===== src/rtl/regf_write_arbiter.sv =====
// Register-file write arbiter: picks one of mem/alu/mv writers per cycle with age-based
// starvation override, issues the op one cycle later and tracks pending targets for hazard checks.
module regf_write_arbiter #(
  parameter int AGE_LIMIT = 3
) (
  input  logic       clk,
  input  logic       rst_n,
  input  logic       freeze,
  input  logic       alu_req,
  input  logic       alu_to_acc,
  input  logic [3:0] alu_addr,
  input  logic [7:0] alu_data,
  input  logic       mem_req,
  input  logic [3:0] mem_addr,
  input  logic [7:0] mem_data,
  input  logic       mv_req,
  input  logic       mv_dir,
  input  logic [3:0] mv_reg,
  input  logic [3:0] raddr1,
  input  logic [3:0] raddr2,
  output logic       alu_gnt,
  output logic       mem_gnt,
  output logic       mv_gnt,
  output logic       rf_write_en,
  output logic       rf_acc,
  output logic       rf_mar,
  output logic       rf_mra,
  output logic [3:0] rf_waddr,
  output logic [7:0] rf_wdata,
  output logic       hz1,
  output logic       hz2,
  output logic [7:0] wr_count
);

  localparam int         NREQ     = 3;
  localparam logic [2:0] AGE_LIM  = 3'(AGE_LIMIT);
  localparam logic [2:0] AGE_MAX  = 3'd7;
  localparam logic [3:0] ZERO_REG = 4'd0;
  localparam logic [3:0] ACC_REG  = 4'd2;

  // Requester index doubles as default priority: 0 = mem, 1 = alu, 2 = mv.
  logic [NREQ-1:0]   req_vec;
  logic [NREQ-1:0]   gnt_vec;
  logic [3*NREQ-1:0] age_flat;
  logic              aged;
  logic              found;
  logic [2:0]        best_age;
  logic [1:0]        win_idx;
  logic              grant_any;

  logic       iss_valid;
  logic       iss_we;
  logic       iss_acc;
  logic       iss_mar;
  logic       iss_mra;
  logic [3:0] iss_addr;
  logic [7:0] iss_data;
  logic [3:0] iss_busy_bit;

  logic        rf_write_en_reg;
  logic        rf_acc_reg;
  logic        rf_mar_reg;
  logic        rf_mra_reg;
  logic [3:0]  rf_waddr_reg;
  logic [7:0]  rf_wdata_reg;
  logic [15:0] busy_reg;
  logic [7:0]  wr_count_reg;

  assign req_vec = {mv_req, alu_req, mem_req};

  always_comb begin
    aged     = 1'b0;
    found    = 1'b0;
    best_age = '0;
    win_idx  = '0;
    for (int i = 0; i < NREQ; i++) begin
      if (req_vec[i] && (age_flat[i*3 +: 3] >= AGE_LIM)) aged = 1'b1;
    end
    // Strict '>' keeps ties with the earlier (higher default priority) requester.
    for (int i = 0; i < NREQ; i++) begin
      if (req_vec[i] && (!found || (aged && (age_flat[i*3 +: 3] > best_age)))) begin
        found    = 1'b1;
        best_age = age_flat[i*3 +: 3];
        win_idx  = 2'(i);
      end
    end
  end

  assign grant_any = rst_n & ~freeze & (|req_vec);
  assign gnt_vec   = grant_any ? (3'b001 << win_idx) : '0;
  assign mem_gnt   = gnt_vec[0];
  assign alu_gnt   = gnt_vec[1];
  assign mv_gnt    = gnt_vec[2];

  genvar gi;
  generate
    for (gi = 0; gi < NREQ; gi++) begin : g_age
      logic [2:0] age_reg;
      logic [2:0] age_next;

      always_comb begin
        age_next = age_reg;
        if (!freeze) begin
          if (!req_vec[gi] || gnt_vec[gi]) age_next = '0;
          else if (age_reg != AGE_MAX)     age_next = age_reg + 3'd1;
        end
      end

      always_ff @(posedge clk or negedge rst_n) begin
        if (!rst_n) age_reg <= '0;
        else        age_reg <= age_next;
      end

      assign age_flat[gi*3 +: 3] = age_reg;
    end
  endgenerate

  // Writes to $zero and moves touching $acc on both sides are acknowledged but discarded.
  always_comb begin
    iss_valid    = 1'b0;
    iss_we       = 1'b0;
    iss_acc      = 1'b0;
    iss_mar      = 1'b0;
    iss_mra      = 1'b0;
    iss_addr     = '0;
    iss_data     = '0;
    iss_busy_bit = '0;
    if (grant_any) begin
      case (win_idx)
        2'd0: begin
          if (mem_addr != ZERO_REG) begin
            iss_valid    = 1'b1;
            iss_we       = 1'b1;
            iss_addr     = mem_addr;
            iss_data     = mem_data;
            iss_busy_bit = mem_addr;
          end
        end
        2'd1: begin
          if (alu_to_acc) begin
            iss_valid    = 1'b1;
            iss_we       = 1'b1;
            iss_acc      = 1'b1;
            iss_addr     = ACC_REG;
            iss_data     = alu_data;
            iss_busy_bit = ACC_REG;
          end else if (alu_addr != ZERO_REG) begin
            iss_valid    = 1'b1;
            iss_we       = 1'b1;
            iss_addr     = alu_addr;
            iss_data     = alu_data;
            iss_busy_bit = alu_addr;
          end
        end
        default: begin
          if (mv_reg != ACC_REG) begin
            iss_valid    = 1'b1;
            iss_mar      = ~mv_dir;
            iss_mra      = mv_dir;
            iss_addr     = mv_reg;
            iss_data     = '0;
            iss_busy_bit = mv_dir ? ACC_REG : mv_reg;
          end
        end
      endcase
    end
  end

  always_ff @(posedge clk or negedge rst_n) begin
    if (!rst_n) begin
      rf_write_en_reg <= 1'b0;
      rf_acc_reg      <= 1'b0;
      rf_mar_reg      <= 1'b0;
      rf_mra_reg      <= 1'b0;
      rf_waddr_reg    <= '0;
      rf_wdata_reg    <= '0;
      busy_reg        <= '0;
      wr_count_reg    <= '0;
    end else begin
      rf_write_en_reg <= iss_we;
      rf_acc_reg      <= iss_acc;
      rf_mar_reg      <= iss_mar;
      rf_mra_reg      <= iss_mra;
      // Only the op being issued next cycle is pending, so busy is rebuilt every edge.
      busy_reg        <= iss_valid ? (16'd1 << iss_busy_bit) : '0;
      if (iss_valid) begin
        rf_waddr_reg <= iss_addr;
        rf_wdata_reg <= iss_data;
        wr_count_reg <= wr_count_reg + 8'd1;
      end
    end
  end

  assign rf_write_en = rf_write_en_reg;
  assign rf_acc      = rf_acc_reg;
  assign rf_mar      = rf_mar_reg;
  assign rf_mra      = rf_mra_reg;
  assign rf_waddr    = rf_waddr_reg;
  assign rf_wdata    = rf_wdata_reg;
  assign wr_count    = wr_count_reg;
  assign hz1         = busy_reg[raddr1];
  assign hz2         = busy_reg[raddr2];

endmodule


===== config.mk =====
export PLATFORM = sky130hd
export DESIGN_NAME = regf_write_arbiter
export DESIGN_NICKNAME = d
export VERILOG_FILES = /design/src/rtl/regf_write_arbiter.sv
export SDC_FILE = /design/constraint.sdc
export NUM_CORES = 1
export LEC_CHECK = 0
export ABC_AREA = 1
export BUFFER_PORTS_ARGS = -buffer_cell sky130_fd_sc_hd__buf_2
export CAP_MARGIN = 20
export CELL_PAD_IN_SITES_DETAIL_PLACEMENT = 1
export CELL_PAD_IN_SITES_GLOBAL_PLACEMENT = 1
export CORE_ASPECT_RATIO = 0.7
export CORE_MARGIN = 3
export CORE_UTILIZATION = 39
export CTS_CLUSTER_DIAMETER = 100
export DETAILED_ROUTE_END_ITERATION = 10
export PLACE_DENSITY = 0.82
export SYNTH_ARGS = -nofsm -noshare
export SYNTH_HDL_FRONTEND = slang
export SYNTH_SLANG_ARGS = --single-unit

===== constraint.sdc =====
create_clock -name clk -period 4.4 [get_ports clk]
set_clock_uncertainty 0.2 [all_clocks]
set_input_delay 0.66 -clock clk [delete_from_list [all_inputs] [get_ports clk]]
set_output_delay 0.66 -clock clk [all_outputs]
set_load 0.01 [all_outputs]

* Word-level counts from Yosys, hierarchy flattened
Index checks and enable logic that the tools add are counted.
** Word-level totals
- Register bits after elaboration :: 49
- Input bits :: 44
- Output and inout port bits :: 29
** Operators by class
- Shifts and indexed selects :: 2
- Magnitude comparators :: 7
- Eq/ne operators :: 5
- $add $sub $neg :: 4
- Reduce and logical (&&, ||, !) cells :: 28
- Bitwise logic cells :: 4
- Multiplexer cells :: 53
** Operators with widths (count)
- $mux W4 :: 8
- $mux W8 :: 4
- $mux W3 :: 9
- $mux W1 :: 23
- $mux W16 :: 1
- $pmux W4 S2 :: 2
- $pmux W8 S2 :: 1
- $shl A1 B4 Y16 const A :: 1
- $lt A4 B5 Y1 const B :: 2
- $add A3 B1 Y3 const B :: 3
- $ge A3 B2 Y1 const B :: 3
- $ne A3 B3 Y1 const B :: 3
- $add A8 B1 Y8 const B :: 1
- $bmux W1 S4 :: 2
- $reduce_bool A4 Y1 :: 2
- $logic_and A1 B1 Y1 :: 7
- $gt A3 B3 Y1 :: 2
- $reduce_and A2 Y1 :: 3
- $reduce_bool A2 Y1 :: 3
- $logic_not A1 Y1 :: 5
- $logic_or A1 B1 Y1 :: 5
- $ne A4 B2 Y1 const B :: 1
- $pmux W1 S2 :: 2
- $reduce_or A3 Y1 :: 1
- other kinds (7) :: 9

* Depth between registers and ports, before layout
Gate-level depths: netlist of run 1.
- Depth in word-level cells :: 19
- Depth in mapped cells :: 29
- Depth with buffers taken out :: 27

* Worst setup path before layout of run 1
No wires, ideal clock.
- Kind :: input-to-output
- Start :: in mem_req
- End :: out alu_gnt
- Path buffers :: 1
- Path slack :: 725 ps
- Cell stages on the path :: 20
- Required time :: 3540 ps
- Arrival :: 2815 ps
- Path through :: nand2_1 > ha_1 > nand2_1 > nand2_1 > o21a_1 > nand2_1 > nand2_1 > nand2_1 > buf_2 > o21ai_0 > ha_1 > nand2_1 > nand2_1 > nor2_1 > nor2_1 > nand2_1 > nand2_1 > nand2_4 > nand2_1 > nor2_1
** On the way
- Cells in the longest elaborated chain, start to end :: 15
- Elaborated cells between the ends (all ways) :: 24
** Ends and longest elaborated chain
- start, declared :: RTL line 13 : input logic mem_req,
- parallel branches: the longest is 14 deep, another holds $gt A3 B3 Y1
- $mux W3 * :: RTL line 90 : assign gnt_vec = grant_any ? (3'b001 << win_idx) : '0;
- end, declared :: RTL line 21 : output logic alu_gnt,
Mark *: on every way between the ends.

* Worst setup path after layout of run 1
- Start :: in mem_req
- End :: out mv_gnt
** On the way
- Cells in the longest elaborated chain, start to end :: 15
- Elaborated cells between the ends (all ways) :: 24
** Ends and longest elaborated chain
- parallel branches: the longest is 14 deep, another holds $gt A3 B3 Y1
- $mux W3 * :: RTL line 90
- end, declared :: RTL line 23 : output logic mv_gnt,
Marks and branches as above.

==> metrics.md, run 1 <==
| Metric | Value |
|---|---|
| CTS Buffer Depth | 2 |
| Dpl hpwl | 7.266 mm |
| Vias in the first global route | 3248 |
| Post-synth EDFFs | 0 |
| MaxCap Viol Count | 0 |
| PortBufs | just over 70 |
| Initial DRC count | around 110 |
| Synth Area in Adders | 6.488% |
| Max frequency | 241.4 MHz |
| Global-route wire length before repair | 15.61 mm |
| Clock Latency Late Sink | 290 ps |
| Gr usage total | 21.43% |
| Final Max Slew Viols | 0 |
| Async set-reset flop share out of synthesis | 100.0% |
| Pwr Density | approximately 380 mW/mm^2 |
| Area contributors post-synth | dfrtp_1 (40%), nand2_1 (14%), nand3_1 (9.1%) |
| Drt total wl | 9.216 mm |
| Gpl congestion | approximately 0.82 |
| DR pass1 iterations | 4 |
| Hold buffers post-CTS | 0 |
| Synthesized net count | between 400 and 500 |
| Area of the die | 0.009032 sq mm |
| Wire length per cell | 15.59 um |
| TritonCTS clock tree | built |
| Synth Instances | 412 |
| Core Footprint | 0.007482 sq mm |
| Yosys top cell area share | just under 40% |
| Final antenna-violating net count | 0 |
| Crit. End Element | output port |
| Cts bufs inserted | 5 |
| Vias per cell | 5.222 |
| Finish-stage setup viols | 0 |
| Synth Area in Compound Gates | 10.30% |
| Simple-Gate Fraction of Synth Area | 35.20% |
| Max rail drop VDD | 0.2476 mV |
| CP startpoint kind | input pin |
| Post-synthesis xor/xnor area fraction | around 1.7% |
| Largest family of logic cells by synthesized area | simple AND/OR/NAND/NOR gates |
| Max reg flops | 16 |
| H-tree levels | 2 |
| Main synth FF type | dfrtp_1 |
| Least-Margin Pin Slew | approximately 840 ps |
| CP Class | in2out |
| Root Driver | clkbuf_16 |
| DR DRC count | 0 |
| Critical Path AT | 3280 ps |
| I/O pins | 73 |
| Seq cells post-synth | 49 |
| Via Count | between 3000 and 4000 |
| Num rows | 26 |
| Sequential-to-total area share from yosys stat | between 30% and 40% |
| Cell Area, Synth | 0.003085 sq mm |
| Fin crit share | 94.16% |
| Setup tns final | 0 ps |
| Die Width | 112.3 um |
| Fraction of layout cells with a size suffix above 1 | about a fifth |
| ANT cells | 0 |
| Leading area contributor after synthesis | dfrtp_1 |
| GRT overflow | 0 |
| Unique masters post-synth | 33 |
| Worst rel slew slack | 44.03% |
| Syn. warnings | 0 |
| Most common cell after layout, fill and taps aside | nand2_1 |
| Starting Density | 41.24% |
| Nets@finish | 552 |
| Final Hold Viols | 0 |
| WP data required | 3540 ps |
| Critical path fanouts, max | 8 |
| Post-synthesis mux area share | 0% |
| Largest net degree at the start of global routing | 50 |
| Avg Cell Area, Syn | about 7.5 sq um |
| Hold crit path type | in2async |
| Synth-to-layout area growth | 21.29% |
| Antenna violations before repair | 0 |
| # clock sinks | 49 |
| Final hold slack | 308.1 ps |
| Fin crit period | roughly 4100 ps |
| RSZ-0062 raised after global routing | no |
| Reg clk slew, reported paths | about 70 ps |
| Result of the run | finished clean |
| Leakage Power | between 2 and 2.5 nW |
| Most frequent cells in the layout | nand2_1 (111), buf_2 (72), nand3_1 (56) |
| Chip height | 80.42 um |
[power breakdown]
| part | total, mW | switching, mW | internal, mW |
|---|---|---|---|
| registers | 0.584 | 0.0618 | 0.522 |
| logic | 0.448 | 0.274 | 0.174 |
| clock network | 0.383 | 0.172 | 0.211 |
| total | 1.41 | 0.507 | 0.907 |
[kinds of logic after synthesis]
group	after synthesis
adder cells (fa/ha/maj)	16
flip-flops	49
AND/OR/NAND/NOR	237
buffers and inverters	50
XOR/XNOR	6
AO/OA/AOI/OAI	54
[repair_timing]
action | in CTS | in global routing
setup buffers | 0 | 4
endpoints found under the setup margin | 0 | 12
resized for setup | 0 | 2
[final timing paths]
check	from	to	slack, ps	cells past startpoint
setup reg to reg	g_age[0].age_reg[2]	busy_reg[11]	540	24
hold reg to reg	rf_wdata[3]	rf_wdata[3]	310	2
max in group asynchronous	rst_n	busy_reg[1]	3250	2
setup / recovery	mem_req	mv_gnt	260	21
hold / removal	rst_n	rf_wdata[6]	310	2
min in group clk	rf_wdata[3]	rf_wdata[3]	310	2
[worst max-delay path, cell delays in order]
cell     delay [ps]
buf_2           160
nand2_1         110
ha_1            330
nand2_1          80
nand2_1          60
o21a_1          180
nand2_1          80
nand2_1          70
nand2_2         120
o21ai_0         100
ha_1            300
nand2_1          70
nor2_1           90
nor2_1           50
nor2_1           80
nand2_1          80
nand2_1         130
nand2_4          80
buf_4           160
nor2_8          120
buf_2           150
[per-layer routing]
layer	track usage, %	wire [um]	vias to the layer above
li1	-	-	1527
met1	28.33	4488	1492
met2	35.67	4130	58
met3	5.873	511	9
met4	3.962	86	0
met5	0	0	-
[metrics by stage]
| step | utilization, % | power [mW] | worst slack [ps] | instance area (sq um) | cells |
|---|---|---|---|---|---|
| final | 50.02 | 1.415 | 256.8 | 3742 | 591 |
| after global placement | 47.63 | 1.010 | 330.9 | 3563 | 579 |
| after global routing | 50.02 | 1.520 | 14.46 | 3742 | 591 |
| after floorplan | - | 0.8512 | 724.5 | 3085 | 412 |
| after detailed placement | 47.63 | 1.034 | 92.43 | 3563 | 579 |
| after CTS | 49.55 | 1.421 | 103.6 | 3707 | 587 |
[synthesized netlist by cell type (2+ instances only)]
library cell / number
nand2_2: 2
nand2_1: 112
nand3_1: 56
o21ai_0: 22
nand3b_1: 3
o2111ai_1: 3
o211ai_1: 2
o221ai_1: 2
nand4_1: 8
o21ai_1: 5
nor2_1: 39
nand2_4: 3
xor2_1: 6
inv_1: 40
clkbuf_1: 3
a21oi_1: 15
dfrtp_1: 49
nor3_1: 9
buf_2: 4
ha_1: 16
[final cells by class]
| class | instances | area [sq um] |
|---|---|---|
| Multi-Input combinational cell | 313 | 1662 |
| Timing Repair Buffer | 81 | 427.9 |
| Clock buffer | 6 | 128.9 |
| Fill cell | 984 | 3740 |
| Clock inverter | 2 | 15.01 |
| Inverter | 42 | 160.2 |
| Sequential cell | 49 | 1226 |
| Tap cell | 98 | 122.6 |
No activity file was read; power rests on OpenSTA's default activity.
==> run 2, diff against run 1 <==
- PLACE_DENSITY: 0.82 -> unset
- PLACE_DENSITY_LB_ADDON: unset -> 0.1
==> run 2 against run 1 <==
Effect of this change: first-iteration DRC count rose by 100%; sequential power barely moved; global-route usage rose by 0.75 points; flip-flop and latch count did not move; cell count rose by 0.17%; largest power group unchanged.
==> metrics.md, run 2 (same netlist as run 1, synthesis figures left out) <==
| Metric | Value |
|---|---|
| Pwr Density | 381.2 mW/mm^2 (+0.82%) |
| Dpl hpwl | 7.136 mm (-1.8%) |
| Root Driver | clkbuf_16 |
| CTS Buffer Depth | 2 (unchanged) |
| PortBufs | 72 (unchanged) |
| Crit-path slowest cell | ha_1 |
| CP Class | in2out |
| Met2 Usage GRT | 36.92% (+1.2 points) |
| GRT met3 Usage | 5.196% (-0.68 points) |
| Final Max Slew Viols | 0 (unchanged) |
| Buffers & Inverters on Critical Path | 3 (unchanged) |
| Max reg flops | 16 (unchanged) |
| DR pass1 iterations | 4 (unchanged) |
| Setup tns final | 0 ps (unchanged) |
| I/O pins | 73 (unchanged) |
| Cell mode on critical path | nand2_1 |
| Gr usage total | 22.18% (+0.75 points) |
| Vias per cell | 5.242 (+0.38%) |
| WP data required | 3540 ps (about the same) |
| Most common cell after layout, fill and taps aside | nand2_1 |
| # clock sinks | 49 (unchanged) |
| M1 GR Usage | 29.49% (+1.2 points) |
| Gpl congestion | 0.8542 (+4.0%) |
| Antenna violations before repair | 0 (unchanged) |
| Global-route wire length before repair | 15.96 mm (+2.2%) |
| Fraction of layout cells with a size suffix above 1 | 22.47% (+1.6 points) |
| H-tree levels | 2 (unchanged) |
| Least-Margin Pin Slew | 892.4 ps (+55.53 ps) |
| Finish-stage setup viols | 0 (unchanged) |
| Post-Place Worst Slack | 110.7 ps (+18.23 ps) |
| Final antenna-violating net count | 0 (unchanged) |
| ANT cells | 0 (unchanged) |
| Area of the die | 0.009032 sq mm (unchanged) |
| Synth-to-layout area growth | 23.40% |
| Fin crit share | 95.34% (+1.2 points) |
| Final cell count without fillers | 592 (+0.17%) |
| Hold buffers post-CTS | 0 (unchanged) |
| Wire length per cell | 16.32 um (+4.7%) |
| Largest stage delay, worst path | 310 ps (-20 ps) |
| Max rail drop VDD | 0.2418 mV (-2.3%) |
| GRT overflow | 0 (unchanged) |
| Critical Path AT | 3330 ps (+50 ps) |
| Grt peak-use layer | met2 |
| Critical path fanouts, max | 8 (unchanged) |
| Chip height | 80.42 um (unchanged) |
| Worst rel slew slack | 40.31% (-3.7 points) |
| Crit. End Element | output port |
| Cts bufs inserted | 5 (unchanged) |
| Reg clk slew, reported paths | 70 ps (about the same) |
| Delay-heaviest family, CP | simple AND/OR/NAND/NOR gates |
| Vias in the first global route | 3236 (-0.37%) |
| Core Footprint | 0.007482 sq mm (unchanged) |
| Crit-path cells | clkbuf_4 > nand2_2 > ha_4 > nand2_1 > nor2_1 > o21a_1 > nand2_1 > nand2_1 > nand2_2 > nand2_1 > o21ai_1 > ha_1 > nand2_1 > nor2_1 > nor2_1 > nor2_1 > nand2_1 > nand2_2 > nand2_4 > buf_12 > nor2_8 > buf_2 |
| Die Width | 112.3 um (unchanged) |
| Most frequent cells in the layout | nand2_1 (108), buf_2 (71), nand3_1 (56) |
| Leakage Power | 2.046 nW (+1.3%) |
| Starting Density | 41.24% (unchanged) |
| Post-route setup slack | 205.0 ps (-51.80 ps) |
| Max frequency | 238.4 MHz (-1.2%) |
| Result of the run | finished clean |
| DR DRC count | 0 (unchanged) |
| Clock Latency Late Sink | 290 ps (about the same) |
| Drt total wl | 9.662 mm (+4.8%) |
| Placed cell count | 578 (-0.17%) |
| Num rows | 26 (unchanged) |
| Final Hold Viols | 0 (unchanged) |
| Largest net degree at the start of global routing | 50 (unchanged) |
| Fin crit period | 4195 ps (+51.80 ps) |
| MaxCap Viol Count | 0 (unchanged) |
| Initial DRC count | 214 (+100%) |
| Via Count | 3103 (+0.55%) |
| TritonCTS clock tree | built |
| CP startpoint kind | input pin |
| Nets@finish | 553 (+0.18%) |
| Hold crit path type | reg2reg |
run 2: cell types whose count changed in the layout (fill, tap and decap cells not counted), moves of 2 or more:
| cell | before | now |
|---|---|---|
| ha_4 | 0 | 2 |
| nand2_1 | 111 | 108 |
| ha_1 | 16 | 14 |
| nand2_2 | 3 | 6 |
| clkinvlp_4 | 2 | 0 |
run 2: worst min-delay path: stages, from the launching register on:
cell	delay, ps
dfrtp_1	350
nand3_1	70
nand2_1	50
run 2: repair_timing:
action / in CTS / in global routing
endpoints found under the hold margin: 0 / 0
endpoints found under the setup margin: 0 / 23
resized for setup: 0 / 10
setup buffers: 0 / 6
run 2: per-layer routing:
metal	share of wire [%]	vias up
met5	0	-
met4	1.5	0
met3	4.6	15
met2	46	75
met1	48	1479
li1	-	1534
run 2: final timing paths:
kind / end / startpoint / slack (ps) / depth (start not counted)
min in group asynchronous: g_age[2].age_reg[2] / rst_n / 340 / 2
worst min register to register: rf_wdata[0] / rf_wdata[0] / 300 / 2
max in group asynchronous: g_age[1].age_reg[1] / rst_n / 3210 / 2
worst max-delay path: mv_gnt / mem_req / 210 / 22
worst max register to register: busy_reg[11] / g_age[0].age_reg[2] / 500 / 25
worst min-delay path: rf_wdata[0] / rf_wdata[0] / 300 / 2
run 2: cell type report:
type	instances	area, sq um
clock buffer	6	138.9
clock inverter	2	13.76
fill	962	3675
inverter	42	160.2
multi-input combinational	313	1694
sequential	49	1227
tap	98	122.6
timing repair buffer	82	450.4
run 2: metrics by stage:
step / hold slack (ps) / area (sq um) / utilization (%) / power (mW)
final: 301.8 / 3807 / 50.89 / 1.451
after floorplan: 164.4 / 3085 / - / 0.8512
after global placement: 278.2 / 3556 / 47.53 / 1.005
after CTS: 304.4 / 3709 / 49.57 / 1.443
after detailed placement: 287.9 / 3556 / 47.53 / 1.028
after global routing: 328.0 / 3807 / 50.89 / 1.556
run 2: power breakdown:
group	internal [mW]	switching [mW]
clock network	0.227	0.181
logic	0.180	0.281
registers	0.522	0.0609
total	0.929	0.523
